[src/rtl/keypad_scanner_if.sv]
// Keypad scanner bus: matrix row/column lines and the key code output.
// The master side is the scanner, the slave side is the keypad and its consumer.
interface keypad_scanner_if;
   logic [3:0] col;
   logic [3:0] row;
   logic [3:0] key;
   logic       key_valid;
   logic       pressed;

   modport master (
      input  col,
      output row,
      output key,
      output key_valid,
      output pressed
   );

   modport slave (
      output col,
      input  row,
      input  key,
      input  key_valid,
      input  pressed
   );
endinterface

[src/rtl/keypad_scanner.sv]
// 4x4 keypad scanner with press/release debounce and a single tracked key.
// Optional auto-repeat of key_valid while held: define KEYPAD_REPEAT_EN.
module keypad_scanner #(
   parameter int SCAN_CYCLES     = 48000,
   parameter int DEBOUNCE_CYCLES = 960000,
   parameter int REPEAT_CYCLES   = 24000000
) (
   input  logic               int_osc,
   input  logic               reset,
   keypad_scanner_if.master   kp
);

   localparam int SW = (SCAN_CYCLES > 1) ? $clog2(SCAN_CYCLES) : 1;
   localparam int DW = (DEBOUNCE_CYCLES > 1) ? $clog2(DEBOUNCE_CYCLES) : 1;

   localparam logic [SW-1:0] SCAN_LAST = SW'(SCAN_CYCLES - 1);
   localparam logic [DW-1:0] DB_LAST   = DW'(DEBOUNCE_CYCLES - 1);

   localparam logic [1:0] SCAN     = 2'd0;
   localparam logic [1:0] PRESS_DB = 2'd1;
   localparam logic [1:0] HELD     = 2'd2;
   localparam logic [1:0] REL_DB   = 2'd3;

   logic [3:0]    col_q1;
   logic [3:0]    col_s;
   logic [1:0]    state;
   logic [SW-1:0] dwell;
   logic [DW-1:0] db;
   logic [3:0]    row_r;
   logic [1:0]    row_idx;
   logic [1:0]    cap_col;
   logic [1:0]    low_col;
   logic [3:0]    key_r;
   logic          kv;
   logic          hit;
   logic          rpt_fire;

   function automatic logic [3:0] key_map(
      input logic [1:0] r,
      input logic [1:0] c
   );
      logic [3:0] code;
      case ({r, c})
         4'h0: code = 4'h1;
         4'h1: code = 4'h2;
         4'h2: code = 4'h3;
         4'h3: code = 4'hA;
         4'h4: code = 4'h4;
         4'h5: code = 4'h5;
         4'h6: code = 4'h6;
         4'h7: code = 4'hB;
         4'h8: code = 4'h7;
         4'h9: code = 4'h8;
         4'hA: code = 4'h9;
         4'hB: code = 4'hC;
         4'hC: code = 4'hE;
         4'hD: code = 4'h0;
         4'hE: code = 4'hF;
         default: code = 4'hD;
      endcase
      return code;
   endfunction

   // Two-flop synchronizer for the asynchronous column inputs.
   always_ff @(posedge int_osc or negedge reset) begin
      if (!reset) begin
         col_q1 <= 4'b0000;
         col_s  <= 4'b0000;
      end else begin
         col_q1 <= kp.col;
         col_s  <= col_q1;
      end
   end

   // Lowest closed column on the currently driven row.
   always_comb begin
      low_col = 2'd0;
      if (col_s[0])      low_col = 2'd0;
      else if (col_s[1]) low_col = 2'd1;
      else if (col_s[2]) low_col = 2'd2;
      else if (col_s[3]) low_col = 2'd3;
   end

   assign hit = col_s[cap_col];

`ifdef KEYPAD_REPEAT_EN
   localparam int RW = (REPEAT_CYCLES > 1) ? $clog2(REPEAT_CYCLES) : 1;
   localparam logic [RW-1:0] RPT_LAST = RW'(REPEAT_CYCLES - 1);

   logic [RW-1:0] rpt;

   // Repeat period counter; held at zero outside HELD so every entry restarts it.
   always_ff @(posedge int_osc or negedge reset) begin
      if (!reset) begin
         rpt <= '0;
      end else if (state != HELD || !hit) begin
         rpt <= '0;
      end else if (rpt == RPT_LAST) begin
         rpt <= '0;
      end else begin
         rpt <= rpt + RW'(1);
      end
   end

   assign rpt_fire = (state == HELD) && hit && (rpt == RPT_LAST);
`else
   assign rpt_fire = 1'b0;
`endif

   // Scan / debounce state machine and registered outputs.
   always_ff @(posedge int_osc or negedge reset) begin
      if (!reset) begin
         state   <= SCAN;
         dwell   <= '0;
         db      <= '0;
         row_r   <= 4'b0001;
         row_idx <= 2'd0;
         cap_col <= 2'd0;
         key_r   <= 4'h0;
         kv      <= 1'b0;
      end else begin
         kv <= 1'b0;
         unique case (state)
            SCAN: begin
               if (dwell != SCAN_LAST) begin
                  dwell <= dwell + SW'(1);
               end else if (col_s != 4'b0000) begin
                  cap_col <= low_col;
                  db      <= '0;
                  dwell   <= '0;
                  state   <= PRESS_DB;
               end else begin
                  dwell   <= '0;
                  row_r   <= {row_r[2:0], row_r[3]};
                  row_idx <= row_idx + 2'd1;
               end
            end
            PRESS_DB: begin
               if (!hit) begin
                  dwell   <= '0;
                  row_r   <= {row_r[2:0], row_r[3]};
                  row_idx <= row_idx + 2'd1;
                  state   <= SCAN;
               end else if (db == DB_LAST) begin
                  key_r <= key_map(row_idx, cap_col);
                  kv    <= 1'b1;
                  state <= HELD;
               end else begin
                  db <= db + DW'(1);
               end
            end
            HELD: begin
               if (!hit) begin
                  db    <= '0;
                  state <= REL_DB;
               end else if (rpt_fire) begin
                  kv <= 1'b1;
               end
            end
            REL_DB: begin
               if (hit) begin
                  state <= HELD;
               end else if (db == DB_LAST) begin
                  dwell   <= '0;
                  row_r   <= {row_r[2:0], row_r[3]};
                  row_idx <= row_idx + 2'd1;
                  state   <= SCAN;
               end else begin
                  db <= db + DW'(1);
               end
            end
            default: begin
               state <= SCAN;
            end
         endcase
      end
   end

   assign kp.row       = row_r;
   assign kp.key       = key_r;
   assign kp.key_valid = kv;
   assign kp.pressed   = (state == HELD) || (state == REL_DB);

endmodule
[src/flat_wrapper.sv]
// flat-port wrapper written by rule: the top's interface ports become plain ports
module keypad_scanner_flat 
#(
   parameter int SCAN_CYCLES     = 48000,
   parameter int DEBOUNCE_CYCLES = 960000,
   parameter int REPEAT_CYCLES   = 24000000
)
  (int_osc, reset, kp_col, kp_row, kp_key, kp_key_valid, kp_pressed);
  keypad_scanner_if kp_i ();
  input  logic int_osc;
  input  logic reset;
  input wire logic [$bits(kp_i.col)-1:0] kp_col;
  output wire logic [$bits(kp_i.row)-1:0] kp_row;
  output wire logic [$bits(kp_i.key)-1:0] kp_key;
  output wire logic [$bits(kp_i.key_valid)-1:0] kp_key_valid;
  output wire logic [$bits(kp_i.pressed)-1:0] kp_pressed;
  assign kp_i.col = kp_col;
  assign kp_row = kp_i.row;
  assign kp_key = kp_i.key;
  assign kp_key_valid = kp_i.key_valid;
  assign kp_pressed = kp_i.pressed;
  keypad_scanner #(.SCAN_CYCLES(SCAN_CYCLES), .DEBOUNCE_CYCLES(DEBOUNCE_CYCLES), .REPEAT_CYCLES(REPEAT_CYCLES)) u_core (.int_osc(int_osc), .reset(reset), .kp(kp_i));
endmodule
[config.mk]
export PLATFORM = sky130hd
export DESIGN_NAME = keypad_scanner_flat
export DESIGN_NICKNAME = d
export VERILOG_FILES = /design/src/rtl/keypad_scanner_if.sv /design/src/rtl/keypad_scanner.sv /design/src/flat_wrapper.sv
export SDC_FILE = /design/constraint.sdc
export NUM_CORES = 1
export LEC_CHECK = 0
export CAP_MARGIN = 20
export CORE_MARGIN = 1.5
export CORE_UTILIZATION = 60
export CTS_BUF_LIST = sky130_fd_sc_hd__clkbuf_8
export CTS_CLUSTER_DIAMETER = 60
export CTS_CLUSTER_SIZE = 16
export DETAILED_ROUTE_END_ITERATION = 10
export PLACE_DENSITY = 0.8
export SLEW_MARGIN = 20
export SYNTH_ARGS = -nofsm -noshare
export SYNTH_HDL_FRONTEND = slang
export SYNTH_SLANG_ARGS = --single-unit
export TNS_END_PERCENT = 1
[constraint.sdc]
create_clock -name int_osc -period 3.31 [get_ports int_osc]
set_input_delay 0.8275 -clock int_osc [delete_from_list [all_inputs] [get_ports int_osc]]
set_output_delay 0.8275 -clock int_osc [all_outputs]
set_load 0.01 [all_outputs]
==> results.md, run 1 <==
* Outcome: finished, final reports clean
* Arrival time worst endpoint at 3.08 ns
* Net count after synthesis at around 350
* Reg clk slew, reported paths at approximately 0.070 ns
* Clock Skews at 0.00720 ns
* Pleak at between 1 and 1.5 nW
* Commonest non-fill, non-tap cell in the layout: dfrtp_1
* Min-delay worst type: reg2reg
* DP Area at between 0.003 and 0.004 sq mm
* Std cell rows at 26
* Root Driver: clkbuf_8
* Area delta synth->final at 10.7%
* Pre-CTS setup slack at ~0.52 ns
* Grt ovf at 0
* Hold WS at roughly 0.35 ns
* Crit-path max FO at 21
* Commonest non-fill, non-tap cells in the layout: dfrtp_1, nand2_1, o21ai_0
* GRT Util Overall at 24.7%
* First-pass GRT wire length at 10500 microns
* Setup TNS at 0 ns
* Core area at between 0.005 and 0.006 sq mm
* Max Clk Rate at ~350 MHz
* # IOs at 16
* Worst-skew pair later-pin latency at 0.34 ns
* Syn avg cell area at 9.36 sq um
* Worst-case clock buffer depth at 2
* Routed Antenna Nets at 0
* Max VDD drop at 286 uV
* Routed WL at around 6400 microns
* Crit. End Element: flip-flop
* Via-to-Cell Ratio at 6.10
* Buf+Inv Stages, Crit Path at 1
* DIE HEIGHT at about 76 microns
* Crit-path cells: ha_1 > nand3_1 > or2_1 > o31ai_4 > or2_1 > inv_1 > nand4b_1 > o211ai_1
* Post-cts sizing count at 0
* CTS tree: done
* Clock share of power at 42.2%
* Power Density at 372 mW/mm^2
* Layout cells sized above 1 at 9.22%
* Synth Register Bits at 59
* Max incr delay on CP at 0.60 ns
* Vias in the first global route at 2281
* # diodes at 0
* Ys Warns at 0
* Post-synth ARST share at 100%
* # nets final at 366
* IO buf count at 15
* Worst setup margin at 0.445 ns
* RSZ-0062 raised after global routing: false
* Net Sw Frac at 23.8%
* Cts hold-fix bufs at 0
* CTS buffer count at 9
* Vias at 2612
* Sequential-to-total area share from yosys stat at between 40% and 50%
* Post-route cell area at 0.00351 sq mm
* Psw at 0.000311 W
* Final period util at 86.5%
* Finish-stage setup viols at 0
* Max Cap Viol at 0
* Synth cell types at 56
* Starting density of the core at roughly 62%
* Remaining DRCs at 0
* Max-slew violations at 0
* Synthesized area at 0.00317 sq mm
* Antenna violations before repair at 0
* Slowest-stage cell, CP: or2_1
* Die Wd at 75.7 microns
* Most used cell, CP: or2_1
* Clock Sinks at 59
* Number of synthesized flops with an enable pin at 0
* GPL Wtd Cong at 0.894
* Element type at the critical path start: flip-flop
* Final Util at 68.8%
* Tmin final at 2.86 ns
* Initial DRC count at 176
* Largest net degree at the start of global routing at 42
* H-Tree Depth at 3
* Pre-Repair DR Iteration Count at 4
* Combinational fraction of design power at 2.0%
* Worst-margin pin slew at 0.874 ns
* Routed len/inst at 15.0 microns
* Rel. slew slack at 41.7%
* Post-Syn Instances at 339
* Die area at 0.00574 sq mm
* Kind of critical path: reg2reg
* Main synth FF type: dfrtp_1
* CP required at 3.53 ns
* Post-detail-place hpwl at 4330 microns
* Cell Int Power at 0.000995 W
* Final hold violation count at 0
* Register share of total power at 55.8%
* CP delay by family, top: simple AND/OR/NAND/NOR gates
* Postcts setup bufs at 0
cell families after synthesis:
kind of cell / count (synthesis) / synth area share [%]
fa+ha+maj: 7 / 2.76
buf+inv: 21 / 3.15
compound gates: 69 / 14.5
simple gates: 166 / 27.4
xor+xnor: 9 / 2.48
flops: 59 / 46.6
mux: 8 / 3.07
routing by layer:
layer,global-route usage [%],wire [microns],up-vias
met3,6.35,275,13
met2,37.9,3090,67
met5,0,0,-
met4,11.3,117,0
met1,33.1,2920,1275
li1,-,-,1257
flip-flops by register name (all words and copies together) (netlist names), named ones only:
signal and count:
u_core.state 1, u_core.kp.key_valid 1, u_core.cap_col 2, u_core.db 20, u_core.dwell 16, u_core.kp.row 4
u_core.col_s 4, u_core.col_q1 4, u_core.kp.key 4, u_core.row_idx 2
power groups by stage:
stage,sequential [W],clock (W),combinational (W)
after global routing,0.000729,0.000596,0.0000310
after detailed placement,0.000742,0,0.0000276
after CTS,0.000729,0.000563,0.0000277
final,0.000729,0.000551,0.0000262
after global placement,0.000742,0,0.0000263
after floorplan,0.000742,0,0.00000499
worst register-to-register path: stages, from the launching register on:
cell      delay (ns)
dfrtp_1         0.46
ha_1            0.23
nand3_1         0.18
or2_1           0.35
o31ai_4         0.50
or2_1           0.60
inv_1           0.18
nand4b_1        0.15
o211ai_1        0.09
final timing paths:
path	slack, ns	depth (start not counted)	startpoint	end
setup / recovery	0.45	8	u_core.db[0]	u_core.db[2]
hold / removal	0.35	0	u_core.col_q1[2]	u_core.col_s[2]
setup reg to reg	0.45	8	u_core.db[0]	u_core.db[2]
hold reg to reg	0.35	0	u_core.col_q1[2]	u_core.col_s[2]
max in group asynchronous	2.01	2	reset	u_core.dwell[9]
min in group asynchronous	0.60	1	reset	u_core.db[15]
stage by stage:
step / power, W / std cells
finish: 0.00131 / 428
global route: 0.00136 / 428
CTS: 0.00132 / 428
detailed placement: 0.000770 / 412
global placement: 0.000768 / 412
floorplan: 0.000747 / 339
final cells by class:
cell class,count,area [sq um]
tap,70,87.6
sequential,59,1480
clock inverter,7,37.5
fill,407,1590
inverter,6,22.5
clock buffer,9,124
multi-input combinational,259,1600
timing repair buffer,18,168
synthesized netlist by cell type, types with 4 or more instances:
cell type / instances / area [sq um]
dfrtp_1: 58 / 1450
nand2_1: 57 / 214
o21ai_0: 33 / 165
nor2_1: 26 / 97.6
nand3_1: 18 / 90.1
nor4_1: 12 / 75.1
clkbuf_1: 9 / 33.8
xnor2_1: 8 / 70.1
ha_1: 7 / 87.6
a21oi_1: 6 / 30.0
and3_1: 6 / 37.5
inv_1: 6 / 22.5
nand4_1: 6 / 37.5
o221ai_1: 6 / 52.6
nor2b_1: 5 / 31.3
nor3_1: 5 / 25.0
or4_1: 5 / 37.5
mux2_2: 4 / 45.0
nand3b_1: 4 / 30.0
o31ai_1: 4 / 30.0
Power figures use the tool's default switching activity.
==> inputs of run 2 (changes only) <==
--- a/config.mk
+++ b/config.mk
@@ -7,12 +7,12 @@
 export LEC_CHECK = 0
 export CAP_MARGIN = 20
 export CORE_MARGIN = 1.5
-export CORE_UTILIZATION = 60
+export CORE_UTILIZATION = 62
 export CTS_BUF_LIST = sky130_fd_sc_hd__clkbuf_8
 export CTS_CLUSTER_DIAMETER = 60
 export CTS_CLUSTER_SIZE = 16
 export DETAILED_ROUTE_END_ITERATION = 10
-export PLACE_DENSITY = 0.8
+export PLACE_DENSITY = 0.82
 export SLEW_MARGIN = 20
 export SYNTH_ARGS = -nofsm -noshare
 export SYNTH_HDL_FRONTEND = slang
==> results.md, run 2 (synthesis results as in run 1) <==
* CP delay by family, top: simple AND/OR/NAND/NOR gates
* Crit. End Element: flip-flop
* Max Cap Viol at 0 (unchanged)
* Max Clk Rate at 351 MHz (+0.52%)
* Starting density of the core at 65.9% (+3.7 points)
* Routed Antenna Nets at 0 (unchanged)
* Worst-skew pair later-pin latency at 0.34 ns (about the same)
* GPL Wtd Cong at 0.853 (-4.6%)
* Crit-path cells: ha_1 > nand3_1 > or2_1 > o31ai_4 > or2_1 > inv_1 > nand4b_1 > o211ai_1
* RR Endpoint: u_core.db[2]
* Setup TNS at 0 ns (unchanged)
* Die area at 0.00556 sq mm (-3.1%)
* Arrival time worst endpoint at 3.07 ns (about the same)
* Max incr delay on CP at 0.58 ns (-0.02 ns)
* # nets final at 365 (-0.27%)
* Min-delay worst type: reg2reg
* Vias at 2592 (-0.77%)
* IO buf count at 15 (unchanged)
* CP required at 3.53 ns (about the same)
* Commonest non-fill, non-tap cells in the layout: dfrtp_1, nand2_1, o21ai_0
* Max VDD drop at 296 uV (+3.5%)
* Power Density at 384 mW/mm^2 (+3.2%)
* R2r setup slk at 0.46 ns (about the same)
* Crit-path max FO at 21 (unchanged)
* Final period util at 86.1% (-0.44 points)
* Root Driver: clkbuf_8
* DIE HEIGHT at 74.6 microns (-1.6%)
* Initial DRC count at 240 (+36%)
* Post-detail-place hpwl at 4290 microns (-0.88%)
* RSZ-0062 raised after global routing: false
* Grt ovf at 0 (unchanged)
* Post-route cell area at 0.00352 sq mm (+0.18%)
* Worst-case clock buffer depth at 2 (unchanged)
* Post-cts sizing count at 0 (unchanged)
* Area delta synth->final at 10.9%
* Reg clk slew, reported paths at 0.06 ns (about the same)
* Kind of critical path: reg2reg
* H-Tree Depth at 3 (unchanged)
* Pre-Repair DR Iteration Count at 4 (unchanged)
* Std cell rows at 25 (-3.8%)
* Pleak at 1.44 nW (+0.51%)
* Final hold violation count at 0 (unchanged)
* Commonest non-fill, non-tap cell in the layout: dfrtp_1
* Hold Path Sink: u_core.col_s[2]
* Outcome: finished, final reports clean
* Routed WL at 6390 microns (-0.30%)
* DP Area at 0.00334 sq mm (-0.34%)
* Worst r2r src: u_core.db[0]
* Largest net degree at the start of global routing at 60 (+43%)
* # diodes at 0 (unchanged)
* Routed len/inst at 15.1 microns (+0.88%)
* Clock Skews at 0.00787 ns (+0.000666 ns)
* Tmin final at 2.85 ns (-0.0147 ns)
* First-pass GRT wire length at 11000 microns (+5.0%)
* Largest regs: u_core.db: 20 flops, u_core.dwell: 16 flops
* Cts hold-fix bufs at 0 (unchanged)
* Layout cells sized above 1 at 8.99% (-0.23 points)
* Hold Path Stages at 0 (unchanged)
* Slowest-stage cell, CP: or2_1
* Finish-stage setup viols at 0 (unchanged)
* # IOs at 16 (unchanged)
* Rel. slew slack at 51.2% (+9.5 points)
* Antenna violations before repair at 0 (unchanged)
* Buf+Inv Stages, Crit Path at 1 (unchanged)
* Element type at the critical path start: flip-flop
* Register-to-Register Path Depth at 8 (unchanged)
* Worst-margin pin slew at 0.732 ns (-0.142 ns)
* Core area at 0.00482 sq mm (-5.7%)
* Clock Sinks at 59 (unchanged)
* Vias in the first global route at 2406 (+5.5%)
* CTS tree: done
* Hold wc startpoint: u_core.col_q1[2]
* Max-slew violations at 0 (unchanged)
* Postcts setup bufs at 0 (unchanged)
* Via-to-Cell Ratio at 6.13 (+0.41%)
* Die Wd at 74.6 microns (-1.6%)
* Remaining DRCs at 0 (unchanged)
* Max reg flops at 20 (unchanged)
* CTS buffer count at 9 (unchanged)
* GRT Util Overall at 26.5% (+1.8 points)
* Most used cell, CP: or2_1
* Top reg by flops: u_core.db
[run 2: cell types whose count changed in the layout (fill, tap and decap cells not counted)]
cell / previous run / this run
buf_4: 3 / 2
inv_1: 8 / 7
clkinv_2: 3 / 2
clkinvlp_4: 2 / 0
clkbuf_8: 9 / 12
[run 2: routing by layer]
layer  part of all wire (%)  vias to the layer above  track usage (%)  wire length [microns]
met2                     48                       70             42.8                   3090
met3                    4.0                       11             8.67                    253
met1                     46                     1252             34.3                   2930
li1                       -                     1259                -                      -
met5                      0                        -                0                      0
met4                    1.8                        0             7.88                    113
[run 2: metrics by stage]
stage	setup slack (ns)	instances	util, %	hold WS, ns	power, W
after floorplan	1.02	339	-	0.331	0.000747
after global placement	0.684	408	69.4	0.332	0.000767
after detailed placement	0.515	408	69.4	0.336	0.000768
after CTS	0.500	423	73.1	0.352	0.00136
after global routing	0.254	423	73.1	0.357	0.00140
final	0.460	423	73.1	0.350	0.00135
[run 2: worst max-delay path by stage]
stage,startpoint,to,slack (ns),depth (start not counted)
2_1_floorplan,u_core.db[0],u_core.kp.row[1],1.02,7
3_3_place_gp,u_core.db[0],u_core.db[8],0.68,7
3_5_place_dp,u_core.db[0],u_core.db[2],0.51,8
4_1_cts,u_core.db[0],u_core.db[2],0.50,8
5_1_grt,u_core.db[0],u_core.db[2],0.25,8
6_report,u_core.db[0],u_core.db[2],0.46,8
[run 2: report_power, final]
part / internal [W] / switching [W] / leakage, nW
Combinational: 0.00000746 / 0.0000177 / 0.551
Sequential: 0.000726 / 0.00000322 / 0.788
Clock: 0.000323 / 0.000273 / 0.0994
[run 2: layout make-up]
| class | instances | area [sq um] |
|---|---|---|
| Inverter | 6 | 22.5 |
| Clock buffer | 12 | 165 |
| Fill cell | 349 | 1300 |
| Sequential cell | 59 | 1480 |
| Timing Repair Buffer | 17 | 160 |
| Tap cell | 67 | 83.8 |
| Clock inverter | 3 | 13.8 |
| Multi-Input combinational cell | 259 | 1600 |
==> inputs of run 3 (changes only) <==
--- a/config.mk
+++ b/config.mk
@@ -6,7 +6,7 @@
 export NUM_CORES = 1
 export LEC_CHECK = 0
 export CAP_MARGIN = 20
-export CORE_MARGIN = 1.5
+export CORE_ASPECT_RATIO = 0.7
 export CORE_UTILIZATION = 62
 export CTS_BUF_LIST = sky130_fd_sc_hd__clkbuf_8
 export CTS_CLUSTER_DIAMETER = 60
==> results.md, run 3 (synthesis results as in run 1) <==
* Initial DRC count at 298 (+24%)
* Commonest non-fill, non-tap cells in the layout: dfrtp_1, nand2_1, o21ai_0
* GPL Wtd Cong at 0.846 (-0.73%)
* Routed len/inst at 15.5 microns (+2.4%)
* Commonest non-fill, non-tap cell in the layout: dfrtp_1
* Vias in the first global route at 2236 (-7.1%)
* M2 GR Usage at 37.7% (-5.0 points)
* CTS tree: done
* Kind of critical path: reg2reg
* Antenna violations before repair at 0 (unchanged)
* Max reg flops at 20 (unchanged)
* Tmin final at 2.82 ns (-0.0297 ns)
* Post-route cell area at 0.00354 sq mm (+0.68%)
* Rel. slew slack at 46.8% (-4.4 points)
* Top reg by flops: u_core.db
* Cts hold-fix bufs at 0 (unchanged)
* Crit-path max FO at 21 (unchanged)
* Area delta synth->final at 11.6%
* DIE HEIGHT at 61.9 microns (-17%)
* Arrival time worst endpoint at 3.03 ns (-0.04 ns)
* Clock Skews at 0.0216 ns (+0.0137 ns)
* Final period util at 85.2% (-0.90 points)
* Postcts setup bufs at 0 (unchanged)
* Setup TNS at 0 ns (unchanged)
* GRT Util Overall at 26.3% (-0.14 points)
* Worst r2r src: u_core.db[0]
* Root Driver: clkbuf_8
* Element type at the critical path start: flip-flop
* Met3 usage at 6.87% (-1.8 points)
* RSZ-0062 raised after global routing: false
* Post-detail-place hpwl at 4360 microns (+1.6%)
* Top Usage Layer GRT: met2
* Die area at 0.00541 sq mm (-2.6%)
* Worst-margin pin slew at 0.796 ns (+0.0636 ns)
* Crit. End Element: flip-flop
* Finish-stage setup viols at 0 (unchanged)
* Layout cells sized above 1 at 9.24% (+0.25 points)
* Core area at 0.00486 sq mm (+0.91%)
* # IOs at 16 (unchanged)
* Min-delay worst type: reg2reg
* DP Area at 0.00335 sq mm (+0.30%)
* Vias at 2666 (+2.9%)
* Clock Sinks at 59 (unchanged)
* Hold Path Stages at 0 (unchanged)
* # nets final at 366 (+0.27%)
* Std cell rows at 21 (-16%)
* First-pass GRT wire length at 10600 microns (-3.5%)
* Worst-skew pair later-pin latency at 0.35 ns (about the same)
* CTS buffer count at 9 (unchanged)
* Pre-Repair DR Iteration Count at 5 (+1)
* Largest regs: u_core.db: 20 flops, u_core.dwell: 16 flops
* Max Clk Rate at 355 MHz (+1.1%)
* Final hold violation count at 0 (unchanged)
* Outcome: finished, final reports clean
* Post-cts sizing count at 0 (unchanged)
* Via-to-Cell Ratio at 6.26 (+2.1%)
* Pleak at 1.44 nW (+0.39%)
* Register-to-Register Path Depth at 8 (unchanged)
* Reg clk slew, reported paths at 0.07 ns (about the same)
* H-Tree Depth at 3 (unchanged)
* Worst-case clock buffer depth at 2 (unchanged)
* Die Wd at 87.5 microns (+17%)
* Routed Antenna Nets at 0 (unchanged)
* Power Density at 395 mW/mm^2 (+3.0%)
* RR Endpoint: u_core.db[2]
* Starting density of the core at 65.3% (-0.59 points)
* # diodes at 0 (unchanged)
* Remaining DRCs at 0 (unchanged)
* CP required at 3.52 ns (about the same)
* Max VDD drop at 312 uV (+5.5%)
* R2r setup slk at 0.49 ns (+0.03 ns)
* IO buf count at 15 (unchanged)
* Grt ovf at 0 (unchanged)
* Hold wc startpoint: u_core.col_q1[0]
* Hold Path Sink: u_core.col_s[0]
* Met1 Use GR at 37.4% (+3.1 points)
* Largest net degree at the start of global routing at 60 (unchanged)
* Routed WL at 6590 microns (+3.2%)
* Max-slew violations at 0 (unchanged)
* Max Cap Viol at 0 (unchanged)
-- run 3: cell count changes in the layout (fill, tap and decap cells not counted), sizes merged --
cell      delta
buf          +1
bufinv       +1
clkbuf       -2
clkinvlp     +1
-- run 3: how the worst max path moves through the flow --
| stage | start | to | depth (start not counted) | slack [ns] |
|---|---|---|---|---|
| after floorplan | u_core.db[0] | u_core.kp.row[1] | 7 | 1.02 |
| after global placement | u_core.db[0] | u_core.db[2] | 8 | 0.67 |
| after detailed placement | u_core.db[0] | u_core.db[2] | 8 | 0.53 |
| after CTS | u_core.db[0] | u_core.db[2] | 8 | 0.53 |
| after global routing | u_core.db[0] | u_core.db[2] | 8 | 0.23 |
| final | u_core.db[0] | u_core.db[2] | 8 | 0.49 |
-- run 3: layout make-up --
cell class,count,area [sq um]
multi-input cells,259,1600
well taps,69,86.3
inverters,6,22.5
flip-flops and latches,59,1480
fillers,375,1320
clock buffers,10,138
clock inverters,5,55.1
repair buffers,18,168
-- run 3: metal layers --
| metal | routed length (microns) | share of wire [%] |
|---|---|---|
| met2 | 2950 | 45 |
| met5 | 0 | 0 |
| met4 | 67 | 1.0 |
| met3 | 459 | 7.0 |
| met1 | 3110 | 47 |
-- run 3: metrics by stage --
step | setup WS (ns) | std cells | power (W) | hold WS [ns] | utilization, %
2_1_floorplan | 1.02 | 339 | 0.000747 | 0.331 | -
3_3_place_gp | 0.672 | 411 | 0.000768 | 0.336 | 68.9
3_5_place_dp | 0.528 | 411 | 0.000768 | 0.336 | 68.9
4_1_cts | 0.528 | 426 | 0.00141 | 0.344 | 72.9
5_1_grt | 0.225 | 426 | 0.00145 | 0.360 | 72.9
6_report | 0.490 | 426 | 0.00140 | 0.342 | 72.9
-- run 3: report_power, final --
part / total (W) / switching (W) / internal [W]
Combinational: 0.0000247 / 0.0000173 / 0.00000744
Sequential: 0.000729 / 0.00000292 / 0.000726
Clock: 0.000647 / 0.000286 / 0.000361
Total: 0.00140 / 0.000306 / 0.00109
-- run 3: worst max-delay path, cell delays in order, from the launching register on --
cell and delay (ns):
dfrtp_1 0.46, ha_1 0.23, nand3_1 0.19, or2_1 0.37
o31ai_4 0.46, or2_1 0.58, inv_1 0.17, nand4b_1 0.14
o211ai_1 0.08
